--- config.mk ---
export PLATFORM = sky130hd
export DESIGN_NAME = mhq
export DESIGN_NICKNAME = d
export VERILOG_FILES = /design/src/rtl/mhq.sv
export SDC_FILE = /design/constraint.sdc
export NUM_CORES = 2
export LEC_CHECK = 0
export BUFFER_PORTS_ARGS = -buffer_cell sky130_fd_sc_hd__buf_4
export CORE_ASPECT_RATIO = 1.5
export CORE_MARGIN = 2
export CORE_UTILIZATION = 52
export CTS_CLUSTER_DIAMETER = 50
export DETAILED_ROUTE_END_ITERATION = 7
export MAX_ROUTING_LAYER = met4
export PLACE_DENSITY = 0.85
export SYNTH_ARGS = -nofsm -noshare
export SYNTH_HDL_FRONTEND = slang
export SYNTH_SLANG_ARGS = --single-unit
--- constraint.sdc ---
create_clock -name clk -period 5.8 [get_ports clk]
set_input_delay 0.87 -clock clk [delete_from_list [all_inputs] [get_ports clk]]
set_output_delay 0.87 -clock clk [all_outputs]
set_load 0.05 [all_outputs]
--- src/rtl/mhq.sv ---
// Miss handling queue: FIFO of line misses, one memory read at a time, store merge, fill broadcast; fill_en one cycle after ccu_done.
// Full or a head-in-FILL conflict returns retry; optional store merge into an existing entry is enabled by MHQ_STORE_MERGE_EN.
module mhq #(
    parameter int MHQ_DEPTH    = 4,
    parameter int DC_LINE_SIZE = 32
) (
    input  logic                              clk,
    input  logic                              rst,
    input  logic                              i_lookup_valid,
    input  logic                              i_lookup_dc_hit,
    input  logic [31:0]                       i_lookup_addr,
    input  logic [3:0]                        i_lookup_lsu_func,
    input  logic [31:0]                       i_lookup_data,
    input  logic                              i_lookup_we,
    output logic                              o_lookup_retry,
    output logic [$clog2(MHQ_DEPTH)-1:0]      o_lookup_tag,
    output logic                              o_fill_en,
    output logic [31:0]                       o_fill_addr,
    output logic [$clog2(MHQ_DEPTH)-1:0]      o_fill_tag,
    output logic [8*DC_LINE_SIZE-1:0]         o_fill_data,
    output logic                              o_fill_dirty,
    output logic                              o_ccu_en,
    output logic [31:0]                       o_ccu_addr,
    input  logic                              i_ccu_done,
    input  logic [8*DC_LINE_SIZE-1:0]         i_ccu_data
);
    localparam int IW = $clog2(MHQ_DEPTH);
    localparam int OW = $clog2(DC_LINE_SIZE);
    localparam int LW = 8 * DC_LINE_SIZE;
    localparam int AW = 32 - OW;

`ifdef MHQ_STORE_MERGE_EN
    localparam bit MERGE_EN = 1'b1;
`else
    localparam bit MERGE_EN = 1'b0;
`endif

    typedef enum logic [1:0] {S_IDLE, S_REQ, S_FILL} state_t;

    state_t state, state_nxt;

    logic [MHQ_DEPTH-1:0]    ent_vld;
    logic [MHQ_DEPTH-1:0]    ent_dirty;
    logic [AW-1:0]           ent_line [MHQ_DEPTH];
    logic [LW-1:0]           ent_data [MHQ_DEPTH];
    logic [DC_LINE_SIZE-1:0] ent_mask [MHQ_DEPTH];

    logic [IW:0]   head, tail;
    logic [IW-1:0] head_idx, tail_idx;
    logic          full;

    logic          miss, match, acc, alloc, wr;
    logic [IW-1:0] match_idx;
    logic [AW-1:0] lk_line;
    logic [OW-1:0] lk_off;
    logic [3:0]    lanes;
    logic [DC_LINE_SIZE-1:0] st_mask;
    logic [LW-1:0]           st_data;

    logic          hd_merge, hd_dirty;
    logic [LW-1:0] fill_line;
    logic          unused_func;

    assign head_idx    = head[IW-1:0];
    assign tail_idx    = tail[IW-1:0];
    assign full        = (head_idx == tail_idx) && (head[IW] != tail[IW]);
    assign miss        = i_lookup_valid && !i_lookup_dc_hit;
    assign lk_line     = i_lookup_addr[31:OW];
    assign lk_off      = i_lookup_addr[OW-1:0];
    assign unused_func = ^i_lookup_lsu_func[3:2];

    always_comb begin
        match     = 1'b0;
        match_idx = '0;
        for (int i = 0; i < MHQ_DEPTH; i++) begin
            if (ent_vld[i] && (ent_line[i] == lk_line)) begin
                match     = 1'b1;
                match_idx = IW'(i);
            end
        end
    end

    always_comb begin
        o_lookup_retry = 1'b0;
        o_lookup_tag   = '0;
        if (miss) begin
            if (match) begin
                o_lookup_tag = match_idx;
                // The head line is being broadcast; a merge now would be lost.
                if ((state == S_FILL) && (match_idx == head_idx)) o_lookup_retry = 1'b1;
                if (i_lookup_we && !MERGE_EN)                     o_lookup_retry = 1'b1;
            end else if (full) begin
                o_lookup_retry = 1'b1;
            end else begin
                o_lookup_tag = tail_idx;
            end
        end
    end

    assign acc   = miss && !o_lookup_retry;
    assign alloc = acc && !match;
    assign wr    = acc && i_lookup_we;

    always_comb begin
        case (i_lookup_lsu_func[1:0])
            2'b00:   lanes = 4'b0001;
            2'b01:   lanes = 4'b0011;
            default: lanes = 4'b1111;
        endcase
    end

    assign st_mask = DC_LINE_SIZE'(lanes) << lk_off;
    assign st_data = LW'(i_lookup_data) << {lk_off, 3'b000};

    // A store landing on the head in the done cycle must reach the latched line.
    assign hd_merge = wr && (o_lookup_tag == head_idx);
    assign hd_dirty = ent_dirty[head_idx] || hd_merge;

    always_comb begin
        fill_line = i_ccu_data;
        for (int b = 0; b < DC_LINE_SIZE; b++) begin
            if (hd_merge && st_mask[b])
                fill_line[b*8 +: 8] = st_data[b*8 +: 8];
            else if (ent_mask[head_idx][b])
                fill_line[b*8 +: 8] = ent_data[head_idx][b*8 +: 8];
        end
    end

    always_ff @(posedge clk) begin
        if (rst) state <= S_IDLE;
        else     state <= state_nxt;
    end

    always_comb begin
        state_nxt = state;
        case (state)
            S_IDLE:  if (ent_vld[head_idx]) state_nxt = S_REQ;
            S_REQ:   if (i_ccu_done)        state_nxt = S_FILL;
            S_FILL:  state_nxt = S_IDLE;
            default: state_nxt = S_IDLE;
        endcase
    end

    always_comb begin
        o_ccu_en  = (state == S_REQ);
        o_fill_en = (state == S_FILL);
    end

    assign o_ccu_addr = {ent_line[head_idx], {OW{1'b0}}};

    always_ff @(posedge clk) begin
        if (rst) begin
            ent_vld   <= '0;
            ent_dirty <= '0;
            head      <= '0;
            tail      <= '0;
        end else begin
            if (alloc) begin
                ent_vld[tail_idx]   <= 1'b1;
                ent_line[tail_idx]  <= lk_line;
                ent_dirty[tail_idx] <= i_lookup_we;
                tail                <= tail + 1'b1;
            end else if (wr) begin
                ent_dirty[match_idx] <= 1'b1;
            end
            if (state == S_FILL) begin
                ent_vld[head_idx] <= 1'b0;
                head              <= head + 1'b1;
            end
        end
    end

    always_ff @(posedge clk) begin
        if (alloc)
            ent_mask[tail_idx] <= i_lookup_we ? st_mask : '0;
        else if (wr)
            ent_mask[match_idx] <= ent_mask[match_idx] | st_mask;
        if (wr) begin
            for (int b = 0; b < DC_LINE_SIZE; b++) begin
                if (st_mask[b]) ent_data[o_lookup_tag][b*8 +: 8] <= st_data[b*8 +: 8];
            end
        end
    end

    always_ff @(posedge clk) begin
        if (rst) begin
            o_fill_addr  <= '0;
            o_fill_tag   <= '0;
            o_fill_data  <= '0;
            o_fill_dirty <= 1'b0;
        end else if ((state == S_REQ) && i_ccu_done) begin
            o_fill_addr  <= o_ccu_addr;
            o_fill_tag   <= head_idx;
            o_fill_data  <= fill_line;
            o_fill_dirty <= hd_dirty;
        end
    end
endmodule

==> impl_metrics.py <==
metrics = {
    "outcome": {
        "outcome": "finished, violations left",
        "violations": "max-capacitance violations, max-slew violations",
    },
    "setup_path": {
        "crit_fanout": 17,
        "crit_family": "simple AND/OR/NAND/NOR gates",
        "slowest_stage": "o31ai_4",
        "cp_cell_sequence": "xnor2_1, nand4_1, or4_1, or2_2, a41oi_1, a31oi_1, o31ai_4, nor2_1, buf_4",
        "cp-start-kind": "flip-flop",
        "crit_path_max_incr_delay_ns": 0.67,
        "cp.required_ns": 4.93,
        "path_buf_inv": 1,
        "path_class": "flip-flop to output port",
        "arrival_ns": 4.17,
        "crit_path_end_kind": "output port",
    },
    "logic_synthesis": {
        "post-synth-top-area-cell": "edfxtp_1",
        "synthFlopType": "edfxtp_1",
        "ys_warn_count": 0,
        "synth-seq-cells": 1564,
        "netlist_area_mm2": 0.0678,
        "syn_avg_cell_area_um2": 15.0,
        "synthDistinctLibCells": 66,
        "synth.top_cell.area_share": 0.558,
        "async_flop_share": 0,
        "synth_cells": 4528,
        "yosysSeqAreaShare": 0.647,
        "synth-edff-count": 1260,
        "synth_area_leaders": "edfxtp_1, mux4_2, dfxtp_1",
    },
    "floorplan": {
        "rows": 162,
        "start_util": 0.523,
        "die_area_mm2": 0.133,
        "die_y_um": 446,
        "core_area_mm2": 0.130,
        "dieWidth_um": 299,
        "pin_count": 658,
    },
    "cts": {
        "cts_root_buf": "clkbuf_16",
        "clk_latency_ns": 0.81,
        "cts_setup_buffers": 0,
        "cts_resized": 0,
        "cts.path.max_buffers": 3,
        "htreeDepth": 4,
        "cts_tree": "done",
        "cts.clk_slew.worst_paths_ns": 0.06,
        "cts_buffers": 147,
        "clkSinkCount": 1564,
        "hold_buffers": 0,
    },
    "timing": {
        "post-route-period-util": 0.869,
        "setup_viol": 0,
        "post-route-min-period_ns": 5.04,
        "fmax_ghz": 0.198,
        "tns_ns": 0,
        "rsz0062_at_grt": "no",
        "slew_headroom": -0.0650,
        "slew_viol_final": 12,
        "tightest_slew_ns": 1.58,
        "hold_violations": 0,
        "clock-skew-final_ns": 0.0497,
    },
    "power_and_ir_drop": {
        "power.density_mw_per_mm2": 297,
        "finalPower_mw": 23.7,
        "p_leak_nw": 27.2,
        "peakVddDrop_mv": 0.295,
    },
    "drt": {
        "wire_per_inst_um": 32.3,
        "wl_um": 225000,
        "drtIter0Drc": 6783,
        "antenna_left": 0,
        "drcViolationCount": 0,
        "drt_pre_antenna_iters": 8,
        "vias": 46800,
        "viasPerCell": 6.71,
    },
    "global_route": {
        "grt_pass1_vias": 45500,
        "grt_pass1_wl_um": 317000,
        "grt_start_max_net_pins": 156,
        "grt_overflow": 0,
        "grt_usage": 0.341,
        "antenna_found_initial": 19,
    },
    "finish": {
        "area_growth_pct": 17.5,
        "final_core_util": 0.614,
        "final_common_cell": "edfxtp_1",
        "num-nets-final": 5447,
        "final_cell_mix": "edfxtp_1, buf_4, nor2_1",
        "layoutNonFillerInstCount": 6974,
        "drive_gt1_frac": 0.297,
    },
    "placed_design": {
        "hpwl_um": 154000,
        "place_inst": 6682,
        "gp_congestion": 0.977,
        "port_buffers": 645,
    },
    "run": {
        "maxCapViolCount": 2,
    },
    "min_path": {
        "holdCritPathClass": "primary input to flip-flop",
    },
}
==> registers in the layout, indices dropped and copies added, names as in the netlist, named ones only <==
name,cells
ent_data,1024
o_fill_data,256
ent_mask,128
ent_line,108
o_fill_addr,27
ent_dirty,4
ent_vld,4
head,3
tail,3
o_fill_tag,2
state,2
o_fill_dirty,1
==> report_power, final <==
part	internal (mW)	leakage (nW)	switching [mW]
Sequential	12.1	14.8	0.0561
Clock	5.36	2.38	4.38
Combinational	0.559	9.95	1.20
Total	18.0	27.2	5.64
==> area by class of cell <==
cell class / count / area, um^2
multi-input combinational: 2564 / 22400
tap: 1722 / 2150
timing repair buffer: 817 / 6260
fill: 9296 / 50000
antenna: 20 / 50.0
inverter: 15 / 61.3
sequential: 1564 / 43900
clock inverter: 78 / 831
clock buffer: 194 / 4030
==> layer usage <==
metal,part of all wire,vias up,wire length [um],GRT usage
li1,-,19200,-,-
met1,0.33,23100,73900,0.394
met4,0.076,0,17000,0.211
met3,0.12,774,26100,0.0781
met5,0,-,0,-
met2,0.48,3691,108000,0.543
==> cell families after synthesis <==
family,Yosys count,synth area share
mux,570,0.145
flops,1564,0.647
compound gates,467,0.0569
buf+inv,409,0.0249
simple gates,1392,0.109
xor+xnor,117,0.0153
other cells,1,0.0000553
fa+ha+maj,8,0.00148
==> stage by stage <==
stage	area [um^2]	hold WS (ns)	setup WS, ns
finish	79700	0.336	0.759
global route	79700	0.306	0.574
CTS	79600	0.282	0.760
detailed placement	74800	0.441	0.615
global placement	74800	0.429	0.744
floorplan	67900	0.417	0.126
==> synthesized netlist by cell type, types with 4 or more instances <==
library cell and instances:
buf_2 37, nand4_1 46, nor4_1 32, o311ai_1 80
a22o_1 9, mux2_2 144, dfxtp_1 304, nor2_1 340
nor3b_1 18, a311o_1 8, or2_2 4, mux2i_1 109
or3_1 7, xnor2_1 66, nand2b_1 52, edfxtp_1 1260
o211ai_1 24, o311ai_0 125, mux4_2 317, nor4b_1 14
buf_1 78, o22ai_1 9, inv_1 12, nand3_1 235
o22a_1 18, o2111ai_1 40, or4_1 12, nor3_1 145
nand3b_1 248, clkbuf_1 259, o311ai_2 19, buf_6 8
and4_1 12, o21ai_0 30, xor2_1 49, ha_1 8
buf_4 12, nor2b_1 8, a22oi_1 35, and2_1 22
a21oi_1 50, nand2_1 183, a211oi_1 5, and3_1 6
==> worst register-to-register path, stage by stage, from the launching register on <==
cell	delay (ns)
edfxtp_1	0.41
xnor2_1	0.26
nand4_1	0.25
or4_1	0.53
or4_1	0.43
and2_1	0.21
a22oi_2	0.83
buf_4	0.39
nand4_1	0.64
o311ai_0	0.63
==> worst paths after layout <==
path                          from              end  slack (ns)  cells after the start
setup / recovery    ent_line[2][7]   o_lookup_retry        0.76                      9
hold / removal    i_lookup_addr[8]   ent_line[2][3]        0.34                      1
hold reg to reg    o_fill_addr[24]  o_fill_addr[24]        0.46                      2
setup reg to reg    ent_line[0][5]  o_fill_data[75]        1.07                      9
No activity file was read; power rests on OpenSTA's default activity.
